===== src/rtl/bcd_adder_seq.sv =====
// Digit-serial packed-BCD adder/subtractor: one decimal digit per clock, LSD first,
// with a start/busy/done handshake, ten's-complement subtract and an invalid-digit flag.
module bcd_adder_seq #(
  parameter int DIGITS = 4,
  parameter int IDXW   = 4
) (
  input  logic                  clk,
  input  logic                  rst,
  input  logic                  start,
  input  logic [4*DIGITS-1:0]   a,
  input  logic [4*DIGITS-1:0]   b,
  input  logic                  cin,
  input  logic                  sub,
  output logic                  busy,
  output logic                  done,
  output logic [4*DIGITS-1:0]   sum,
  output logic                  cout,
  output logic                  invalid
);

  localparam int W = 4 * DIGITS;
  localparam logic [1:0] IDLE = 2'd0;
  localparam logic [1:0] CALC = 2'd1;
  localparam logic [1:0] DONE = 2'd2;
  localparam logic [IDXW-1:0] LAST_IDX = IDXW'(DIGITS - 1);

  logic [1:0]      state;
  logic [IDXW-1:0] idx;
  logic [W-1:0]    a_reg;
  logic [W-1:0]    b_reg;
  logic            sub_reg;
  logic            carry;

  logic [3:0] a_dig;
  logic [3:0] b_raw;
  logic [3:0] b_dig;
  logic [4:0] t;
  logic [3:0] digit;
  logic       carry_next;
  logic       digit_bad;

  // Operand registers shift right each digit, so the current digit is always in [3:0].
  always_comb begin
    a_dig      = a_reg[3:0];
    b_raw      = b_reg[3:0];
    b_dig      = sub_reg ? (4'd9 - b_raw) : b_raw;
    t          = {1'b0, a_dig} + {1'b0, b_dig} + {4'b0000, carry};
    carry_next = (t > 5'd9);
    digit      = carry_next ? (t[3:0] + 4'd6) : t[3:0];
    digit_bad  = (a_dig > 4'd9) || (b_raw > 4'd9);
  end

  always_ff @(posedge clk or posedge rst) begin
    if (rst) begin
      state   <= IDLE;
      idx     <= '0;
      a_reg   <= '0;
      b_reg   <= '0;
      sub_reg <= 1'b0;
      carry   <= 1'b0;
      sum     <= '0;
      cout    <= 1'b0;
      invalid <= 1'b0;
    end else begin
      case (state)
        IDLE: begin
          if (start) begin
            a_reg   <= a;
            b_reg   <= b;
            sub_reg <= sub;
            carry   <= sub ? 1'b1 : cin;
            idx     <= '0;
            sum     <= '0;
            cout    <= 1'b0;
            invalid <= 1'b0;
            state   <= CALC;
          end
        end
        CALC: begin
          sum[4*idx +: 4] <= digit;
          a_reg   <= a_reg >> 4;
          b_reg   <= b_reg >> 4;
          carry   <= carry_next;
          invalid <= invalid | digit_bad;
          idx     <= idx + 1'b1;
          if (idx == LAST_IDX) begin
            cout  <= carry_next;
            state <= DONE;
          end
        end
        DONE: begin
          state <= IDLE;
        end
        default: begin
          state <= IDLE;
        end
      endcase
    end
  end

  assign busy = (state == CALC);
  assign done = (state == DONE);

endmodule


===== config.mk =====
export PLATFORM = sky130hd
export DESIGN_NAME = bcd_adder_seq
export DESIGN_NICKNAME = d
export VERILOG_FILES = /design/src/rtl/bcd_adder_seq.sv
export SDC_FILE = /design/constraint.sdc
export NUM_CORES = 1
export LEC_CHECK = 0
export ABC_AREA = 1
export ABC_CLOCK_PERIOD_IN_PS = 3100
export CELL_PAD_IN_SITES_DETAIL_PLACEMENT = 0
export CELL_PAD_IN_SITES_GLOBAL_PLACEMENT = 1
export CORE_MARGIN = 2
export CORE_UTILIZATION = 39
export DETAILED_ROUTE_END_ITERATION = 12
export PLACE_DENSITY_LB_ADDON = 0.1
export SKIP_CTS_REPAIR_TIMING = 1
export SYNTH_ARGS = -nofsm -noshare
export SYNTH_HDL_FRONTEND = slang
export SYNTH_SLANG_ARGS = --single-unit

===== constraint.sdc =====
create_clock -name clk -period 3.1 [get_ports clk]
set_clock_uncertainty 0.15 [all_clocks]
set_input_delay 0.62 -clock clk [delete_from_list [all_inputs] [get_ports clk]]
set_output_delay 0.62 -clock clk [all_outputs]
set_load 0.01 [all_outputs]

# Word level (Yosys, flattened, before mapping)
# Index checks and enable logic that the tools add are counted.
[totals]
reg_bits = 58
out_inout_bits = 20
wordCells = 54
[classes]
addsub = 6
order_cmp = 3
eq_ne = 5
n_shift = 2
n_mux = 21
bitwise_logic = 1
n_reduce_logical = 7
[ops]
columns = ["op", "count"]
rows = [
  ["16-bit one-hot mux with 2 select lines", 3],
  ["16-bit 2-to-1 mux", 3],
  ["6-bit negator with 34-bit output", 1],
  ["4-bit by 34-bit variable shift with 16-bit output, first input constant", 1],
  ["4-bit by 34-bit variable part select with 16-bit output", 1],
  ["16-bit bitwise mux", 1],
  ["4-bit 2-to-1 mux", 3],
  ["4-bit greater-than comparator, second input constant", 2],
  ["4-bit one-hot mux with 2 select lines", 1],
  ["1-bit one-hot mux with 2 select lines", 3],
  ["2-bit AND reduction", 3],
  ["4-bit by 4-bit adder with 5-bit output", 1],
  ["5-bit by 1-bit adder with 5-bit output", 1],
  ["5-bit by 4-bit greater-than comparator with 1-bit output, second input constant", 1],
  ["4-bit by 1-bit adder with 4-bit output, second input constant", 1],
  ["4-bit by 3-bit adder with 4-bit output, second input constant", 1],
  ["4-bit by 2-bit == test with 1-bit output, second input constant", 1],
  ["1-bit 2-to-1 mux", 4],
  ["2-bit 2-to-1 mux", 2],
  ["2-bit one-hot mux with 2 select lines", 1],
  ["4-bit subtractor, first input constant", 1],
  ["3-bit AND reduction", 1],
  ["2-bit by 1-bit == test with 1-bit output, second input constant", 1],
  ["2-bit == test, second input constant", 1],
  ["other kinds (6)", 6],
]

# Depth between registers and ports, before layout
[logic_depth]
depth_word = 9
ltp_mapped = 17
depth_no_buf = 17

# Worst setup path before layout
# No wires, ideal clock.
[synth_timing]
kind = "flip-flop to flip-flop"
from = "register sub_reg"
to = "register sum[2]"
arrival_ps = 2334
path_slack_ps = 540
stages_incl_launch_ff = 16
path_buffers = 0
period_less_slack_ps = 2560
path_cell_list = "dfrtp_1 > xnor2_1 > fa_1 > fa_1 > inv_1 > nand2_1 > nand2_1 > ha_1 > inv_1 > a21oi_1 > a21oi_1 > nand2_1 > nand2_1 > nand2_1 > nand2_1 > o21ai_1"
[synth_between]
elab_chain_len = 8
word_cells_on_any_way = 9
[synth_lines]
columns = ["element", "line", "source"]
rows = [
  ["start, declared", "31", "logic sub_reg;"],
  ["start signal, assigned", "70", "sub_reg <= sub;"],
  ["4-bit 2-to-1 mux *", "46", "b_dig = sub_reg ? (4'd9 - b_raw) : b_raw;"],
  ["4-bit by 4-bit adder with 5-bit output *", "47", "t = {1'b0, a_dig} + {1'b0, b_dig} + {4'b0000, carry};"],
  ["5-bit by 1-bit adder with 5-bit output *", "47", ""],
  ["4-bit by 3-bit adder with 4-bit output or 5-bit by 4-bit greater-than comparator with 1-bit output (tied branches)", "49, 48", ""],
  ["4-bit 2-to-1 mux *", "49", "digit = carry_next ? (t[3:0] + 4'd6) : t[3:0];"],
  ["4-bit by 34-bit variable part select with 16-bit output *", "80", "sum[4*idx +: 4] <= digit;"],
  ["16-bit bitwise mux *", "80", ""],
  ["16-bit one-hot mux with 2 select lines *", "65", "case (state)"],
  ["end signal, assigned by index", "80", ""],
  ["end, declared", "16", "output logic [4*DIGITS-1:0] sum,"],
]
# Every way passes the cells marked *; elsewhere a longest branch is shown, timed or not.
# A chain may end at the register's enable or synchronous reset.

# Worst setup path in the final report
[layout_timing]
from = "register sub_reg"
to = "register sum[3]"
# Same word-level chain as after synthesis.

==> results_dict.tcl <==
set metrics [dict create \
    status "finished clean" \
    netlist_area_um2 2940 \
    place_hpwl_mm 4.91 \
    path_cells "xnor2_1 -> fa_1 -> fa_1 -> inv_1 -> nand2_1 -> nand2_1 -> ha_1 -> inv_1 -> a21oi_1 -> a21oi_1 -> nand2_1 -> nand2_1 -> nand2_1 -> nand2_1 -> o21ai_1" \
    synth_edf_count 0 \
    synth_common_cells "nand2_1 (106), dfrtp_1 (58), inv_1 (29)" \
    crit_required_ns 3.21 \
    rows 31 \
    slew_viol_final 0 \
    cts_buffer_depth 2 \
    crit_path_frequent_cell "nand2_1" \
    synth-adder-area-share_pct 5.19 \
    grt_start_max_net_pins 59 \
    critPathLaunchType "register" \
    worst_path_max_delay_cell "dfrtp_1" \
    synth_xor_area_share_pct 0.596 \
    route.detailed.wl_per_inst_um 14.2 \
    relSlewSlack_pct 51.0 \
    synthDominantCellAreaShare_pct 49.4 \
    drt_iter0_markers 152 \
    start_util_pct 40.3 \
    fin_crit_sh_pct 92.5 \
    multiInputGateArea_um2 1300 \
    area_growth_syn_to_layout_pct 28.6 \
    powerDensity_nw_per_um2 1230 \
    ant_nets 0 \
    drtPass1Iterations 5 \
    fillCellCount 715 \
    cts_tree "yes" \
    hold_violations 0 \
    synthArstFlopShare_pct 100 \
    seq_area_um2 1450 \
    synth.distinct_cells 33 \
    fp.coreArea_um2 7290 \
    synth_top_cell_by_area "dfrtp_1" \
    ios 57 \
    synthTopCellsByArea "dfrtp_1 (49%), nand2_1 (14%), a22oi_1 (5.9%), ha_1 (3.8%), inv_1 (3.7%)" \
    postSynthAreaPerCell_um2 8.99 \
    ys.warnings.count 0 \
    fp.dieH_um 90.8 \
    p_total_w 0.00465 \
    fmax_mhz 349 \
    vias 2453 \
    dp_cells 476 \
    insertion_delay_ns 0.34 \
    fp.dieW_um 90.8 \
    clockRootBuffer "clkbuf_8" \
    critPathMaxFanout 5 \
    instances_no_fill 490 \
    worst_slew_pin_slew_ns 0.735 \
    synth_compound_area_share_pct 13.2 \
    fin_crit_ns 2.87 \
    arrival_ns 2.98 \
    static-leakage-power_nw 1.84 \
    dieArea_um2 8250 \
    grt_antenna_before_repair 0 \
    grt_pass1_wl_mm 12.1 \
    final_nets 436 \
    numCtsBuffers 9 \
    drv_cap 0 \
    cts.sinks 58 \
    ys.flop_type "dfrtp_1" \
    crit_type "register to register" \
    clk_pin_slew_ns 0.06 \
    synth_nets 375 \
    gp_congestion 0.844 \
    ys_ff_latch 58 \
    avgViaCountPerCell 5.01 \
    yosysMostFrequentCell "nand2_1" \
    htree_levels 3 \
    synth_seq_area_share_pct 49.4 \
    synthCells 327 \
    grt.total_usage_pct 18.5 \
    wl_mm 6.94 \
    setup_viol 0 \
    synth_top_family_by_area "simple AND/OR/NAND/NOR gates" \
    rsz0062_at_grt "true" \
    peakVddDrop_v 0.000519 \
    grt_pass1_vias 2463 \
    critPathMaxStageDelay_ns 0.42 \
    portBuffers 56 \
    drc 0 \
    antenna_cells 0 \
    drive_gt1_share_pct 9.72 \
    hp-class "register to register" \
    globalRouteOverflowTotal 0 \
    synth_mux_area_share_pct 0.341 \
    synth-simple-area-share_pct 24.8 \
    endpoint_kind "register" \
]
-- through the flow --
step	utilization (%)	setup WS [ns]	hold WS (ns)	cell area [µm²]	TNS, ns
floorplan	-	0.540	0.299	2940	0
global placement	49.2	0.350	0.311	3580	0
detailed placement	49.2	0.265	0.311	3580	0
CTS	51.8	0.227	0.325	3780	0
global route	51.8	-0.0202	0.347	3780	-0.0509
finish	51.8	0.232	0.318	3780	0
-- kinds of logic (layout without fill, tap and decap cells) --
logic type      count (synthesis)  count (layout)
simple gates                  155             155
flops                          58              58
compound gates                 57              57
buf+inv                        43             107
fa+ha+maj                      11              11
xor+xnor                        2               2
mux                             1               1
-- metal layers --
metal / part of all wire [%] / wire (µm) / global-route usage, % / up-vias
li1: - / - / - / 1221
met1: 48 / 3310 / 26.5 / 1170
met2: 46 / 3200 / 27.2 / 54
met3: 5.0 / 344 / 5.59 / 8
met4: 1.2 / 80 / 4.92 / 0
met5: 0 / 0 / 0 / -
-- cell type report --
type / instances / area share [%]
clock buffer: 11 / 4.01
clock inverter: 3 / 1.06
inverter: 34 / 3.44
multi-input combinational: 226 / 34.4
sequential: 58 / 38.4
tap: 99 / 3.28
timing repair buffer: 59 / 15.4
-- path summary, 6_finish.rpt --
| check | startpoint | endpoint | slack (ns) | cells past startpoint |
|---|---|---|---|---|
| min in group asynchronous | rst | idx[3] | 0.65 | 3 |
| min | sum[4] | sum[4] | 0.32 | 2 |
| max reg2reg | sub_reg | sum[3] | 0.23 | 15 |
| min reg2reg | sum[4] | sum[4] | 0.32 | 2 |
| max in group asynchronous | rst | sum[12] | 1.65 | 3 |
| max | sub_reg | sum[3] | 0.23 | 15 |
-- critical path, delay by kind of cell (launching register included) --
kind,cells,cell delay (ns)
AOI/OAI and AO/OA,3,0.28
xor gates and xnor gates,1,0.15
adders and majority gates,3,1.01
buffers and inverters,2,0.12
DFF,1,0.42
and+or+nand+nor,6,0.66
-- power breakdown --
part	internal [W]	switching, W
registers	0.00108	0.000205
logic	0.000976	0.00170
clock network	0.000403	0.000291
total	0.00246	0.00220
-- cell usage in the layout (no fill, tap or decap), drive strengths merged, types with 7 or more instances in the layout --
cell type      instances
dfrtp                 58
nor2                  17
inv                   34
nand3                 19
clkbuf                11
o21ai                 15
clkdlybuf4s50         56
ha                     9
a22oi                 23
nand4                 10
a21oi                  7
nand2                107
(Power assumes the default switching activity.)
